`config.mk`:
```
export PLATFORM = sky130hd
export DESIGN_NAME = mem_stage_dcache
export DESIGN_NICKNAME = d
export VERILOG_FILES = /design/src/rtl/mem_stage_dcache.sv
export SDC_FILE = /design/constraint.sdc
export NUM_CORES = 1
export LEC_CHECK = 0
export CAP_MARGIN = 20
export CORE_UTILIZATION = 35
export CTS_BUF_LIST = sky130_fd_sc_hd__clkbuf_8
export CTS_CLUSTER_DIAMETER = 80
export CTS_CLUSTER_SIZE = 16
export DETAILED_ROUTE_END_ITERATION = 16
export GPL_ROUTABILITY_DRIVEN = 0
export GPL_TIMING_DRIVEN = 1
export HOLD_SLACK_MARGIN = 0.15
export SYNTH_ARGS = -nofsm -noshare
export SYNTH_HDL_FRONTEND = slang
export SYNTH_SLANG_ARGS = --single-unit
```
`constraint.sdc`:
```
create_clock -name clk -period 4.5 [get_ports clk]
set_clock_uncertainty 0.05 [all_clocks]
set_input_delay 0.9 -clock clk [delete_from_list [all_inputs] [get_ports clk]]
set_output_delay 0.9 -clock clk [all_outputs]
set_load 0.02 [all_outputs]
```
`src/rtl/mem_stage_dcache.sv`:
```
// MEM-stage data cache: direct-mapped, write-back, 16 one-word lines.
// A miss stalls the pipeline through an optional writeback and a line fill.
module mem_stage_dcache (
    input  logic        clk,
    input  logic        rst_b,
    input  logic [31:0] addr_mem,
    input  logic [31:0] wdata_mem,
    input  logic        load_mem,
    input  logic        store_mem,
    input  logic        is_word_mem,
    input  logic        is_nop_mem,
    output logic [31:0] load_data,
    output logic        lock,
    output logic        mem_req,
    output logic        mem_we,
    output logic [31:0] mem_addr,
    output logic [31:0] mem_wdata,
    input  logic [31:0] mem_rdata,
    input  logic        mem_ack,
    output logic [15:0] hit_count,
    output logic [15:0] miss_count
);
    typedef enum logic [1:0] {S_IDLE, S_WRITEBACK, S_FILL} state_t;

    state_t      r_state;
    logic [15:0] r_valid;
    logic [15:0] r_dirty;
    logic [31:0] r_data [16];
    logic [25:0] r_tag  [16];
    logic        r_fill_done;

    logic [3:0]  w_idx;
    logic [25:0] w_tag;
    logic [4:0]  w_shamt;
    logic [31:0] w_line;
    logic        w_active;
    logic        w_idle;
    logic        w_hit;
    logic        w_acc_hit;
    logic        w_miss;
    logic [7:0]  w_byte;
    logic [31:0] w_lmask;
    logic [31:0] w_st_word;
    logic [31:0] w_ld_word;
    logic [31:0] w_fill_addr;

    assign w_idx       = addr_mem[5:2];
    assign w_tag       = addr_mem[31:6];
    assign w_shamt     = {addr_mem[1:0], 3'b000};
    assign w_line      = r_data[w_idx];
    assign w_active    = (load_mem | store_mem) & ~is_nop_mem;
    assign w_idle      = (r_state == S_IDLE);
    assign w_hit       = r_valid[w_idx] & (r_tag[w_idx] == w_tag);
    assign w_acc_hit   = w_active & w_idle & w_hit;
    assign w_miss      = w_active & w_idle & ~w_hit;
    assign w_byte      = 8'(w_line >> w_shamt);
    assign w_lmask     = 32'h0000_00FF << w_shamt;
    assign w_fill_addr = {addr_mem[31:2], 2'b00};

    // Byte stores merge into the resident word so other lanes survive
    assign w_st_word = is_word_mem ? wdata_mem
                     : (w_line & ~w_lmask) | ({24'd0, wdata_mem[7:0]} << w_shamt);
    assign w_ld_word = is_word_mem ? w_line : {{24{w_byte[7]}}, w_byte};

    assign lock      = ~rst_b & (w_miss | ~w_idle);
    assign load_data = (~rst_b & w_acc_hit & ~store_mem) ? w_ld_word : 32'd0;

    always_ff @(posedge clk) begin
        if (r_state == S_FILL && mem_ack) begin
            r_data[w_idx] <= mem_rdata;
            r_tag[w_idx]  <= w_tag;
        end else if (w_acc_hit && store_mem) begin
            r_data[w_idx] <= w_st_word;
        end
    end

    always_ff @(posedge clk or posedge rst_b) begin
        if (rst_b) begin
            r_state     <= S_IDLE;
            r_valid     <= '0;
            r_dirty     <= '0;
            r_fill_done <= 1'b0;
            mem_req     <= 1'b0;
            mem_we      <= 1'b0;
            mem_addr    <= '0;
            mem_wdata   <= '0;
            hit_count   <= '0;
            miss_count  <= '0;
        end else begin
            case (r_state)
                S_IDLE: begin
                    r_fill_done <= 1'b0;
                    if (w_acc_hit) begin
                        // the access that retires a fill was already counted as a miss
                        if (!r_fill_done)
                            hit_count <= hit_count + 16'd1;
                        if (store_mem)
                            r_dirty[w_idx] <= 1'b1;
                    end else if (w_miss) begin
                        miss_count <= miss_count + 16'd1;
                        mem_req    <= 1'b1;
                        if (r_valid[w_idx] && r_dirty[w_idx]) begin
                            r_state   <= S_WRITEBACK;
                            mem_we    <= 1'b1;
                            mem_addr  <= {r_tag[w_idx], w_idx, 2'b00};
                            mem_wdata <= w_line;
                        end else begin
                            r_state  <= S_FILL;
                            mem_we   <= 1'b0;
                            mem_addr <= w_fill_addr;
                        end
                    end
                end
                S_WRITEBACK: begin
                    if (mem_ack) begin
                        r_dirty[w_idx] <= 1'b0;
                        r_state        <= S_FILL;
                        mem_we         <= 1'b0;
                        mem_addr       <= w_fill_addr;
                    end
                end
                S_FILL: begin
                    if (mem_ack) begin
                        r_valid[w_idx] <= 1'b1;
                        r_dirty[w_idx] <= 1'b0;
                        r_state        <= S_IDLE;
                        mem_req        <= 1'b0;
                        r_fill_done    <= 1'b1;
                    end
                end
                default: r_state <= S_IDLE;
            endcase
        end
    end
endmodule

```
==> Flow_metrics.wiki <==
{| class="wikitable"
! Metric !! Value
|-
| Cell family with the largest share of critical-path delay || simple AND/OR/NAND/NOR gates
|-
| Setup crit end kind || primary output
|-
| Via count of the first global-routing pass || 26410
|-
| Worst Hold End || r_valid[12]
|-
| Area of the multi-input gates || 12970 um2
|-
| Global route overflow || 0
|-
| Biggest area contributors in the synthesized netlist || sky130_fd_sc_hd__edfxtp_1, sky130_fd_sc_hd__mux4_2, sky130_fd_sc_hd__dfrtp_1
|-
| Clock transition at the registers of the reported paths || 0.09 ns
|-
| Via Count || 25530
|-
| Post-synthesis simple-gate area fraction || 4.051%
|-
| Delay of the slowest critical-path stage || 0.51 ns
|-
| Via density per instance || 5.382
|-
| Yosys top cell area share || 62.79%
|-
| Reg2reg setup slack || 0.35 ns
|-
| Fin. max-slew vios || 0
|-
| Post-detailed-route count of antenna-violating nets || 0
|-
| Average instance area after synthesis || 18.18 um2
|-
| Number of distinct library cell variants in the gate-level netlist after synthesis || 81
|-
| Cell total after placement || 4560
|-
| Tmin final || 4.951 ns
|-
| Min-Delay Startpoint || r_valid[12]
|-
| Utilization of the core after routing || 43.34%
|-
| Worst reg2reg endpoint || r_data[14][16]
|-
| Cell chain of the critical path || clkbuf_8 > buf_16 > mux2i_1 > mux4_2 > nand2_2 > o2111ai_2 > o31a_1 > nor4_4 > and3_4 > nand2_8 > buf_12 > a21oi_4 > buf_6
|-
| Wire length per cell || 26.17 um
|-
| Clock latency at the later pin of the worst-skew pair || 0.78 ns
|-
| Clock buffer count from CTS || 79
|-
| Total routing resource utilization after global routing || 19.11%
|-
| Total of fill cells in the finished design || 10930
|-
| Relative slew slack || 53.21%
|-
| Aggregate routed wire length || 124200 um
|-
| Final count of hold timing violations || 0
|-
| Die Ht || 358.1 um
|-
| Number of antenna violations at the first check in global routing || 3
|-
| Setup violators final || 33
|-
| Number of enable flip-flop cells after synthesis || 928
|-
| Number of violations of the max-capacitance limit || 0
|-
| FFs w/ async S/R, synth || 12.37%
|-
| Design Area, Final || 54490 um2
|-
| Area of the core || 125700 um2
|-
| Area of placed instances || 52000 um2
|-
| Fraction of final layout cells sized beyond drive strength 1 || 31.28%
|-
| # nets final || 3138
|-
| DR iter-0 viols || 2360
|-
| Clock tree from TritonCTS || yes
|-
| Worst-path cell with the longest stage delay || sky130_fd_sc_hd__mux4_2
|-
| Synth warn || 0
|-
| Number of detailed-routing iterations run before antenna repair || 6
|-
| Worst Setup Slack post-DPL || -1.104 ns
|-
| Final clock period utilization by the worst path || 110.0%
|-
| Number of buffers on the longest clock path || 3
|-
| Leakage dissipation || 19.24 nW
|-
| Clock net sink count || 1059
|-
| Hold crit path type || register to register
|-
| Post-route DRC violation count || 0
|-
| Data required time at the worst endpoint || 3.55 ns
|-
| Outcome || finished, violations left
|-
| Horizontal die dimension || 358.1 um
|-
| Die outline area || 128200 um2
|-
| Max FO, Critical Path || 15
|-
| WP buf/inv || 4
|-
| RSZ-0062 raised after global routing || true
|-
| Number of buffers added to fix hold violations after cts || 0
|-
| First-pass GRT wire length || 178700 um
|-
| Area of the mapped netlist || 44380 um2
|-
| Setup Total Neg Slack || -13.46 ns
|-
| Signed area change from the synthesized netlist to the final layout || 22.78%
|-
| Number of buffer cells added on primary ports || 231
|-
| Most frequent cells in the layout || sky130_fd_sc_hd__edfxtp_1, sky130_fd_sc_hd__buf_4, sky130_fd_sc_hd__mux4_2, sky130_fd_sc_hd__clkdlybuf4s50_1, sky130_fd_sc_hd__nand2_1
|-
| Combined flip-flop and latch cell area || 31140 um2
|-
| FMAX || 202.0 MHz
|-
| H-tree depth || 3
|-
| Number of rows created at floorplan || 130
|-
| I/O pin total || 234
|-
| Final Instance Count excl. Fillers || 4744
|-
| Effective utilization at floorplan || 35.30%
|-
| R2R cell count || 11
|-
| Primary FF master, synth || sky130_fd_sc_hd__edfxtp_1
|-
| Arrival time reported for the critical path endpoint || 4.00 ns
|-
| Failing checks || negative setup slack
|-
| PwrDens || 389.7 nW/um2
|-
| Post-synthesis instance total || 2441
|-
| Estimated wirelength of the detail-placed design || 79360 um
|-
| Proportion of synthesized area in mux cells || 18.75%
|-
| Worst Max-Slew Pin Slew || 0.7019 ns
|-
| Startpoint type of the worst setup path || input pin
|-
| Source of the worst register-to-register timing path || r_tag[13][0]
|-
| Yosys top cell by area || sky130_fd_sc_hd__edfxtp_1
|-
| Fraction of the mapped netlist area in compound gates || 3.611%
|-
| Most common library cell in the layout ignoring fill and taps || sky130_fd_sc_hd__edfxtp_1
|-
| XOR/XNOR Fraction of Synth Area || 1.006%
|-
| Setup slack after layout || -0.4510 ns
|-
| Hold slack final || 0.4225 ns
|-
| Largest family of logic cells by synthesized area || multiplexers
|-
| Number of synthesized register bits || 1059
|-
| Clock root buffer master || sky130_fd_sc_hd__clkbuf_8
|-
| Count of cells along the worst hold path || 1
|-
| Peak supply drop || 0.3803 mV
|-
| Category of the most critical setup path || input pin to primary output
|-
| Pin count of the biggest net entering global routing || 103
|-
| Final Total Pwr || 21.23 mW
|-
| Part of the Yosys area used for sequential elements || 70.17%
|-
| Synth Area in Adders || 0.1410%
|}
state kept, by name, summed over array words and instances, names as in the netlist, 2 cells and up, named ones only:
name	count
r_state	2
mem_addr	30
mem_wdata	32
r_valid	16
r_tag	416
r_data	512
miss_count	16
hit_count	16
power by group:
group	internal (mW)	switching, mW	total [mW]	leakage, nW
clock	1.88	3.21	5.09	0.919
sequential	11.2	0.314	11.6	9.91
combinational	2.20	2.39	4.59	8.41
area by class of cell:
class	count	share of cell area, %
inverter	49	0.3467
timing repair buffer	651	12.16
clock inverter	59	0.6360
sequential	1059	57.15
clock buffer	83	2.096
antenna	3	0.01378
multi-input combinational	1190	23.80
tap	1650	3.789
Yosys cell counts, types with 20 or more instances:
master,instances
sky130_fd_sc_hd__edfxtp_1,928
sky130_fd_sc_hd__nand2_1,179
sky130_fd_sc_hd__a21oi_1,45
sky130_fd_sc_hd__dfrtp_1,131
sky130_fd_sc_hd__mux2i_1,160
sky130_fd_sc_hd__mux2_2,23
sky130_fd_sc_hd__clkbuf_1,49
sky130_fd_sc_hd__mux2_1,53
sky130_fd_sc_hd__buf_2,37
sky130_fd_sc_hd__mux2_4,23
sky130_fd_sc_hd__xor2_1,20
sky130_fd_sc_hd__o21ai_0,47
sky130_fd_sc_hd__inv_1,47
sky130_fd_sc_hd__nor2_1,86
sky130_fd_sc_hd__mux4_2,245
sky130_fd_sc_hd__a22oi_1,30
sky130_fd_sc_hd__xnor2_1,31
cells by family (layout without fill, tap and decap cells):
family                     Yosys count  count (layout)
muxes                              504             504
buffers and inverters              193             842
other                                1               5
xor gates and xnor gates            51              51
and+or+nand+nor                    391             391
AOI/OAI and AO/OA                  237             237
DFF                               1059            1059
adders and majority gates            5               5
routing by layer:
| metal | global-route usage (%) | share of wire, % | wire length [um] |
|---|---|---|---|
| met5 | 0 | 0 | 0 |
| met4 | 4.281 | 2.3 | 2797 |
| met3 | 3.064 | 6.3 | 7860 |
| met2 | 32.12 | 49 | 61260 |
| met1 | 26.07 | 42 | 52250 |
what timing repair did:
action                                  CTS  global route
cloned                                    7             1
pin swaps                                23             9
endpoints found under the setup margin   33            33
buffers inserted                         23             9
gates resized for setup                 235            44
how the worst max path moves through the flow:
| stage | startpoint | endpoint | cells past startpoint |
|---|---|---|---|
| finish | addr_mem[5] | load_data[14] | 13 |
| global route | r_tag[10][15] | load_data[14] | 12 |
| CTS | addr_mem[3] | load_data[22] | 17 |
| detailed placement | addr_mem[3] | load_data[22] | 14 |
| global placement | addr_mem[3] | load_data[22] | 14 |
| floorplan | addr_mem[3] | r_data[3][0] | 14 |
No activity file was read; power rests on OpenSTA's default activity.
